<file path="config.mk">
export PLATFORM = sky130hd
export DESIGN_NAME = keycode_decoder_flat
export DESIGN_NICKNAME = d
export VERILOG_FILES = /design/src/rtl/keycode_decoder_if.sv /design/src/rtl/keycode_decoder.sv /design/src/flat_wrapper.sv
export SDC_FILE = /design/constraint.sdc
export NUM_CORES = 1
export LEC_CHECK = 0
export ABC_AREA = 1
export CAP_MARGIN = 0
export CORE_ASPECT_RATIO = 1.1
export CORE_UTILIZATION = 32
export DETAILED_ROUTE_END_ITERATION = 16
export GPL_TIMING_DRIVEN = 0
export PLACE_DENSITY_LB_ADDON = 0.3
export SYNTH_ARGS = -nofsm -noshare
export SYNTH_HDL_FRONTEND = slang
export SYNTH_SLANG_ARGS = --single-unit
</file>
<file path="constraint.sdc">
create_clock -name clk -period 3.1 [get_ports clk]
set_input_delay 0.31 -clock clk [delete_from_list [all_inputs] [get_ports clk]]
set_output_delay 0.31 -clock clk [all_outputs]
set_load 0.005 [all_outputs]
</file>
<file path="src/rtl/keycode_decoder_if.sv">
// rtl/keycode_decoder_if.sv - keypad-to-calculator command bus
// master drives keys and cmd_ready; slave is the decoder.
interface keycode_decoder_if #(
    parameter int DIGITS = 4
);
    localparam int W = 4 * DIGITS;

    logic [3:0]   keycode;
    logic         keystrobe;
    logic         cmd_ready;
    logic         cmd_valid;
    logic [W-1:0] op_a;
    logic [W-1:0] op_b;
    logic         op_sel;
    logic [W-1:0] disp_bcd;
    logic         key_err;

    modport master (
        output keycode, keystrobe, cmd_ready,
        input  cmd_valid, op_a, op_b, op_sel, disp_bcd, key_err
    );

    modport slave (
        input  keycode, keystrobe, cmd_ready,
        output cmd_valid, op_a, op_b, op_sel, disp_bcd, key_err
    );
endinterface

</file>
<file path="src/rtl/keycode_decoder.sv">
// rtl/keycode_decoder.sv - keypad presses to {A, op, B} calculator commands
// Optional KEYCODE_DECODER_OPREPLACE_EN: add/sub before any B digit replaces the operator.
module keycode_decoder #(
    parameter int DIGITS = 4
) (
    input  logic             clk,
    input  logic             rst,
    keycode_decoder_if.slave bus
);
    localparam int W  = 4 * DIGITS;
    localparam int CW = $clog2(DIGITS + 1);
    localparam logic [CW-1:0] CNT_MAX = CW'(DIGITS);

    localparam logic [3:0] KEY_ENTER = 4'd12;
    localparam logic [3:0] KEY_MULTI = 4'd15;

    typedef enum logic [1:0] {
        ENTER_A = 2'd0,
        ENTER_B = 2'd1,
        PEND    = 2'd2
    } state_t;

    state_t          state, state_nx;
    logic [W-1:0]    a_q, a_nx;
    logic [W-1:0]    b_q, b_nx;
    logic [CW-1:0]   cnt_a_q, cnt_a_nx;
    logic [CW-1:0]   cnt_b_q, cnt_b_nx;
    logic            op_sel_q, op_sel_nx;
    logic            strb_q;
    logic            key_err_q, err_nx;
    logic            clear_all;

    logic key_event;
    logic is_digit;
    logic is_op;

    // strb_q resets high so a key held across reset release is not an event
    assign key_event = bus.keystrobe & ~strb_q;
    assign is_digit  = (bus.keycode <= 4'd9);
    assign is_op     = (bus.keycode == 4'd10) || (bus.keycode == 4'd11);

    always_ff @(posedge clk or posedge rst) begin
        if (rst) begin
            state     <= ENTER_A;
            a_q       <= '0;
            b_q       <= '0;
            cnt_a_q   <= '0;
            cnt_b_q   <= '0;
            op_sel_q  <= 1'b0;
            strb_q    <= 1'b1;
            key_err_q <= 1'b0;
        end else begin
            state     <= state_nx;
            a_q       <= a_nx;
            b_q       <= b_nx;
            cnt_a_q   <= cnt_a_nx;
            cnt_b_q   <= cnt_b_nx;
            op_sel_q  <= op_sel_nx;
            strb_q    <= bus.keystrobe;
            key_err_q <= err_nx;
        end
    end

    always_comb begin
        state_nx  = state;
        a_nx      = a_q;
        b_nx      = b_q;
        cnt_a_nx  = cnt_a_q;
        cnt_b_nx  = cnt_b_q;
        op_sel_nx = op_sel_q;
        err_nx    = 1'b0;
        clear_all = 1'b0;

        unique case (state)
            ENTER_A: begin
                if (key_event) begin
                    if (is_digit) begin
                        if (cnt_a_q < CNT_MAX) begin
                            a_nx     = {a_q[W-5:0], bus.keycode};
                            cnt_a_nx = cnt_a_q + 1'b1;
                        end else begin
                            err_nx = 1'b1;
                        end
                    end else if (is_op) begin
                        if (cnt_a_q != '0) begin
                            op_sel_nx = bus.keycode[0];
                            b_nx      = '0;
                            cnt_b_nx  = '0;
                            state_nx  = ENTER_B;
                        end else begin
                            err_nx = 1'b1;
                        end
                    end else if (bus.keycode == KEY_ENTER) begin
                        err_nx = 1'b1;
                    end else if (bus.keycode == KEY_MULTI) begin
                        clear_all = 1'b1;
                        err_nx    = 1'b1;
                    end
                end
            end
            ENTER_B: begin
                if (key_event) begin
                    if (is_digit) begin
                        if (cnt_b_q < CNT_MAX) begin
                            b_nx     = {b_q[W-5:0], bus.keycode};
                            cnt_b_nx = cnt_b_q + 1'b1;
                        end else begin
                            err_nx = 1'b1;
                        end
                    end else if (is_op) begin
`ifdef KEYCODE_DECODER_OPREPLACE_EN
                        if (cnt_b_q == '0) begin
                            op_sel_nx = bus.keycode[0];
                        end else begin
                            err_nx = 1'b1;
                        end
`else
                        err_nx = 1'b1;
`endif
                    end else if (bus.keycode == KEY_ENTER) begin
                        if (cnt_b_q != '0) begin
                            state_nx = PEND;
                        end else begin
                            err_nx = 1'b1;
                        end
                    end else if (bus.keycode == KEY_MULTI) begin
                        clear_all = 1'b1;
                        err_nx    = 1'b1;
                    end
                end
            end
            PEND: begin
                // keys are dropped silently while the command waits
                if (bus.cmd_ready) begin
                    clear_all = 1'b1;
                end
            end
            default: begin
                clear_all = 1'b1;
            end
        endcase

        if (clear_all) begin
            a_nx      = '0;
            b_nx      = '0;
            cnt_a_nx  = '0;
            cnt_b_nx  = '0;
            op_sel_nx = 1'b0;
            state_nx  = ENTER_A;
        end
    end

    always_comb begin
        bus.cmd_valid = (state == PEND);
        bus.op_a      = a_q;
        bus.op_b      = b_q;
        bus.op_sel    = op_sel_q;
        bus.disp_bcd  = (state == ENTER_A) ? a_q : b_q;
        bus.key_err   = key_err_q;
    end
endmodule

</file>
<file path="src/flat_wrapper.sv">
// flat-port wrapper written by rule: the top's interface ports become plain ports
module keycode_decoder_flat 
#(
    parameter int DIGITS = 4
)
  (clk, rst, bus_keycode, bus_keystrobe, bus_cmd_ready, bus_cmd_valid, bus_op_a, bus_op_b, bus_op_sel, bus_disp_bcd, bus_key_err);
  keycode_decoder_if #(.DIGITS(DIGITS)) bus_i ();
  input  logic clk;
  input  logic rst;
  input wire logic [$bits(bus_i.keycode)-1:0] bus_keycode;
  input wire logic [$bits(bus_i.keystrobe)-1:0] bus_keystrobe;
  input wire logic [$bits(bus_i.cmd_ready)-1:0] bus_cmd_ready;
  output wire logic [$bits(bus_i.cmd_valid)-1:0] bus_cmd_valid;
  output wire logic [$bits(bus_i.op_a)-1:0] bus_op_a;
  output wire logic [$bits(bus_i.op_b)-1:0] bus_op_b;
  output wire logic [$bits(bus_i.op_sel)-1:0] bus_op_sel;
  output wire logic [$bits(bus_i.disp_bcd)-1:0] bus_disp_bcd;
  output wire logic [$bits(bus_i.key_err)-1:0] bus_key_err;
  assign bus_i.keycode = bus_keycode;
  assign bus_i.keystrobe = bus_keystrobe;
  assign bus_i.cmd_ready = bus_cmd_ready;
  assign bus_cmd_valid = bus_i.cmd_valid;
  assign bus_op_a = bus_i.op_a;
  assign bus_op_b = bus_i.op_b;
  assign bus_op_sel = bus_i.op_sel;
  assign bus_disp_bcd = bus_i.disp_bcd;
  assign bus_key_err = bus_i.key_err;
  keycode_decoder #(.DIGITS(DIGITS)) u_core (.clk(clk), .rst(rst), .bus(bus_i));
endmodule
</file>
==> results.toml <==
[run_status]
outcome = "complete, no violations"

[layout]
final_nets = 381
layout-drive-gt1-share = 0.1301
finalInstanceArea_sq_um = 3136
layout.cells.non_filler = 454
syn_to_final_growth_pct = 33.94
diodes = 0

[synth]
synthesis.instances = 303
synth.mux.area_fraction = 0.01924
synth_compound_area_frac = 0.07429
synth_seq_cells = 43
nets_in_the_synthesized_netlist = 315
synthDominantAreaCellType = "sky130_fd_sc_hd__dfrtp_1"
synth_enable_flop_cells = 0
yosys-top-cells-area = "sky130_fd_sc_hd__dfrtp_1, sky130_fd_sc_hd__nand2_1, sky130_fd_sc_hd__inv_1"
cell_area_after_synthesis_sq_um = 2341
synth.yosys.seq_area_share = 0.4602
area_share_of_the_largest_cell_type_after_synthesis = 0.4490
synth-adder-area-share = 0.02138
synth_flop_cell = "sky130_fd_sc_hd__dfrtp_1"
synthesis.area_per_instance_sq_um = 7.726
synth_top_cells_by_count = "sky130_fd_sc_hd__nand2_1, sky130_fd_sc_hd__dfrtp_1, sky130_fd_sc_hd__inv_1"
synth_top_family_by_area = "simple AND/OR/NAND/NOR gates"
synth.most_common_cell = "sky130_fd_sc_hd__nand2_1"
synth.lib_cells_used.distinct = 29
async_flop_share = 1.000
synth_simple_gate_area_share = 0.3340
synth_xor_area_frac = 0
synthesis.yosys.warnings = 0

[timing]
worst-slew-pin-transition_ns = 0.4989
timing.setup.tns_ns = 0
max_freq_mhz = 383.6
final-hold-violation-count = 0
final_slew_viol_count = 0
grt_setup_unrepaired = "false"
max-slew-margin-rel = 0.6644
fin_crit_sh = 0.8408
final_period_minus_worst_setup_slack_ns = 2.607
setup_viol = 0
clock_skew_ns = 0.005262

[min_path]
min_path_type = "input pin to async pin"

[drt]
first_pass_iters = 4
initialDrtViolationCount = 114
postRouteAntennaNets = 0
route.detailed.vias_per_inst = 4.707
via_total_after_detailed_routing = 2137
post-route-drc-count = 0
routed_wire_length_per_instance_microns = 13.06
drt-total-wl_microns = 5929

[critical_path]
critPathLaunchType = "flop"
cp.arrival_ns = 2.30
timing.critical_path.fanout_max = 10
crit_chain = "nor2_2 -> buf_2 -> clkbuf_1 -> nand2_1 -> o21ai_0 -> clkdlybuf4s50_1"
worst-endpoint-required_ns = 2.79
path_class = "flop to output port"
cp_slowest_stage_delay_ns = 0.57
crit_slowest_cell = "sky130_fd_sc_hd__clkdlybuf4s50_1"
cp_endpoint_kind = "output port"

[floorplan]
die_outline_width_microns = 83.55
core_region_area_sq_um = 7047
rows = 32
floorplan.io_pins = 59
floorplan.initialDensity = 0.3322
floorplan.die_area_sq_um = 7662
die-height_microns = 91.71

[power_and_ir_drop]
irDropWorstVdd_mv = 0.4009
power.density_cell_area_nw_per_um2 = 861.9
p_leak_nw = 1.521

[placed_design]
dp_hpwl_microns = 4545
place_congestion = 0.8271
placed_cell_area_sq_um = 3048
port_buffers = 58
place.detailed.instances = 447

[global_routing]
total_overflow_reported_by_the_global_router = 0
grt_use_total = 0.1666
via_count_of_the_first_global_routing_pass = 2110
antenna_found_initial = 0
grt_max_degree = 43
grt_first_pass_wirelength_microns = 10140

[clocking]
clock_tree.htree_level_count = 2
tritoncts = "built"
cts.repair.resized = 0
clock-sinks = 43
clk_root_buffer_cell = "sky130_fd_sc_hd__clkbuf_8"
clock_edge_transition_at_the_registers_on_the_reported_setup_and_hold_paths_ns = 0.08
clock_insertion_delay_worst_skew_ns = 0.29
post_cts.repair.setup_buffers = 0
cts_inserted_buffers = 5
ctsLongestPathBuffers = 2
ctsHoldBuffers = 0

[run]
cap_viol_max_count = 0
==> layout by cell type (no fill, tap or decap), types with 2 or more instances in the layout <==
cell type,Yosys,layout
sky130_fd_sc_hd__o21ai_0,22,22
sky130_fd_sc_hd__nor2_4,3,3
sky130_fd_sc_hd__nand3_1,10,10
sky130_fd_sc_hd__clkdlybuf4s50_1,0,58
sky130_fd_sc_hd__a21oi_1,4,4
sky130_fd_sc_hd__buf_6,3,3
sky130_fd_sc_hd__nor2_2,5,5
sky130_fd_sc_hd__clkbuf_8,0,6
sky130_fd_sc_hd__dfrtp_1,42,42
sky130_fd_sc_hd__nand3_2,2,2
sky130_fd_sc_hd__nand4_1,2,2
sky130_fd_sc_hd__nand2_2,6,6
sky130_fd_sc_hd__mux2_2,4,4
sky130_fd_sc_hd__ha_1,4,4
sky130_fd_sc_hd__nand2_1,115,115
sky130_fd_sc_hd__nand2_4,3,3
sky130_fd_sc_hd__inv_1,32,31
sky130_fd_sc_hd__o21ai_1,6,6
sky130_fd_sc_hd__inv_2,4,5
sky130_fd_sc_hd__clkbuf_1,2,2
sky130_fd_sc_hd__buf_2,3,3
sky130_fd_sc_hd__nor2_1,22,22
==> worst paths after layout <==
check,from,endpoint,slack [ns],cells after the start
min in group clk,bus_keystrobe,u_core.strb_q,0.44,1
setup reg to reg,u_core.state[1],u_core.bus.op_a[3],1.46,9
max in group asynchronous,rst,u_core.strb_q,2.46,3
hold / removal,rst,u_core.bus.op_b[12],0.18,2
hold reg to reg,u_core.bus.op_a[12],u_core.bus.op_a[12],0.50,2
setup / recovery,u_core.state[1],bus_disp_bcd[6],0.49,6
==> flip-flops by register name, summed over array words and instances (netlist names) <==
name                cells
u_core.state            2
u_core.bus.op_sel       1
u_core.cnt_a_q          3
u_core.bus.op_b        16
u_core.bus.op_a        16
u_core.cnt_b_q          3
u_core.strb_q           1
u_core.bus.key_err      1
==> logic make-up after synthesis <==
| group | Yosys count |
|---|---|
| flip-flops | 43 |
| multiplexers | 4 |
| AO/OA/AOI/OAI | 34 |
| AND/OR/NAND/NOR | 172 |
| buffers and inverters | 46 |
| adder cells (fa/ha/maj) | 4 |
==> layout make-up <==
cell class | instances | area (sq um)
buffer | 9 | 71.32
clock buffer | 6 | 82.58
clock inverter | 1 | 5.005
fill | 728 | 3911
inverter | 37 | 141.4
multi-input combinational | 214 | 1051
sequential | 43 | 1077
tap | 85 | 106.4
timing repair buffer | 59 | 600.6
==> critical path, delay by kind of cell, from the launching register on <==
kind | cells | cell delay [ns]
AOI/OAI and AO/OA | 1 | 0.15
and+or+nand+nor | 2 | 0.26
buffers and inverters | 3 | 1.16
DFF | 1 | 0.44
==> power by group <==
group          internal [mW]  total, mW  switching [mW]
clock network          0.175      0.362           0.187
registers              0.761      0.949           0.188
logic                  0.727       1.39           0.665
total                   1.66       2.70            1.04
==> through the flow <==
stage | setup WS [ns] | hold slack [ns] | power, mW | utilization
6_report | 0.4934 | 0.1782 | 2.703 | 0.4450
5_1_grt | 0.3913 | 0.1841 | 2.929 | 0.4450
4_1_cts | 0.5031 | 0.1785 | 2.731 | 0.4450
3_5_place_dp | 0.8334 | 0.4856 | 2.363 | 0.4325
3_3_place_gp | 0.8701 | 0.4823 | 2.338 | 0.4297
2_1_floorplan | 1.628 | 0.3145 | 1.596 | -
==> layer usage <==
layer | GRT usage | vias to the layer above | wire, microns | share of wire
met5 | 0 | - | 0 | 0
met4 | 0.03390 | 0 | 55 | 0.0093
met3 | 0.03600 | 6 | 354 | 0.060
met2 | 0.2862 | 75 | 2840 | 0.48
met1 | 0.2166 | 991 | 2679 | 0.45
li1 | - | 1065 | - | -
Note: power is estimated with default switching activity, not from simulation.
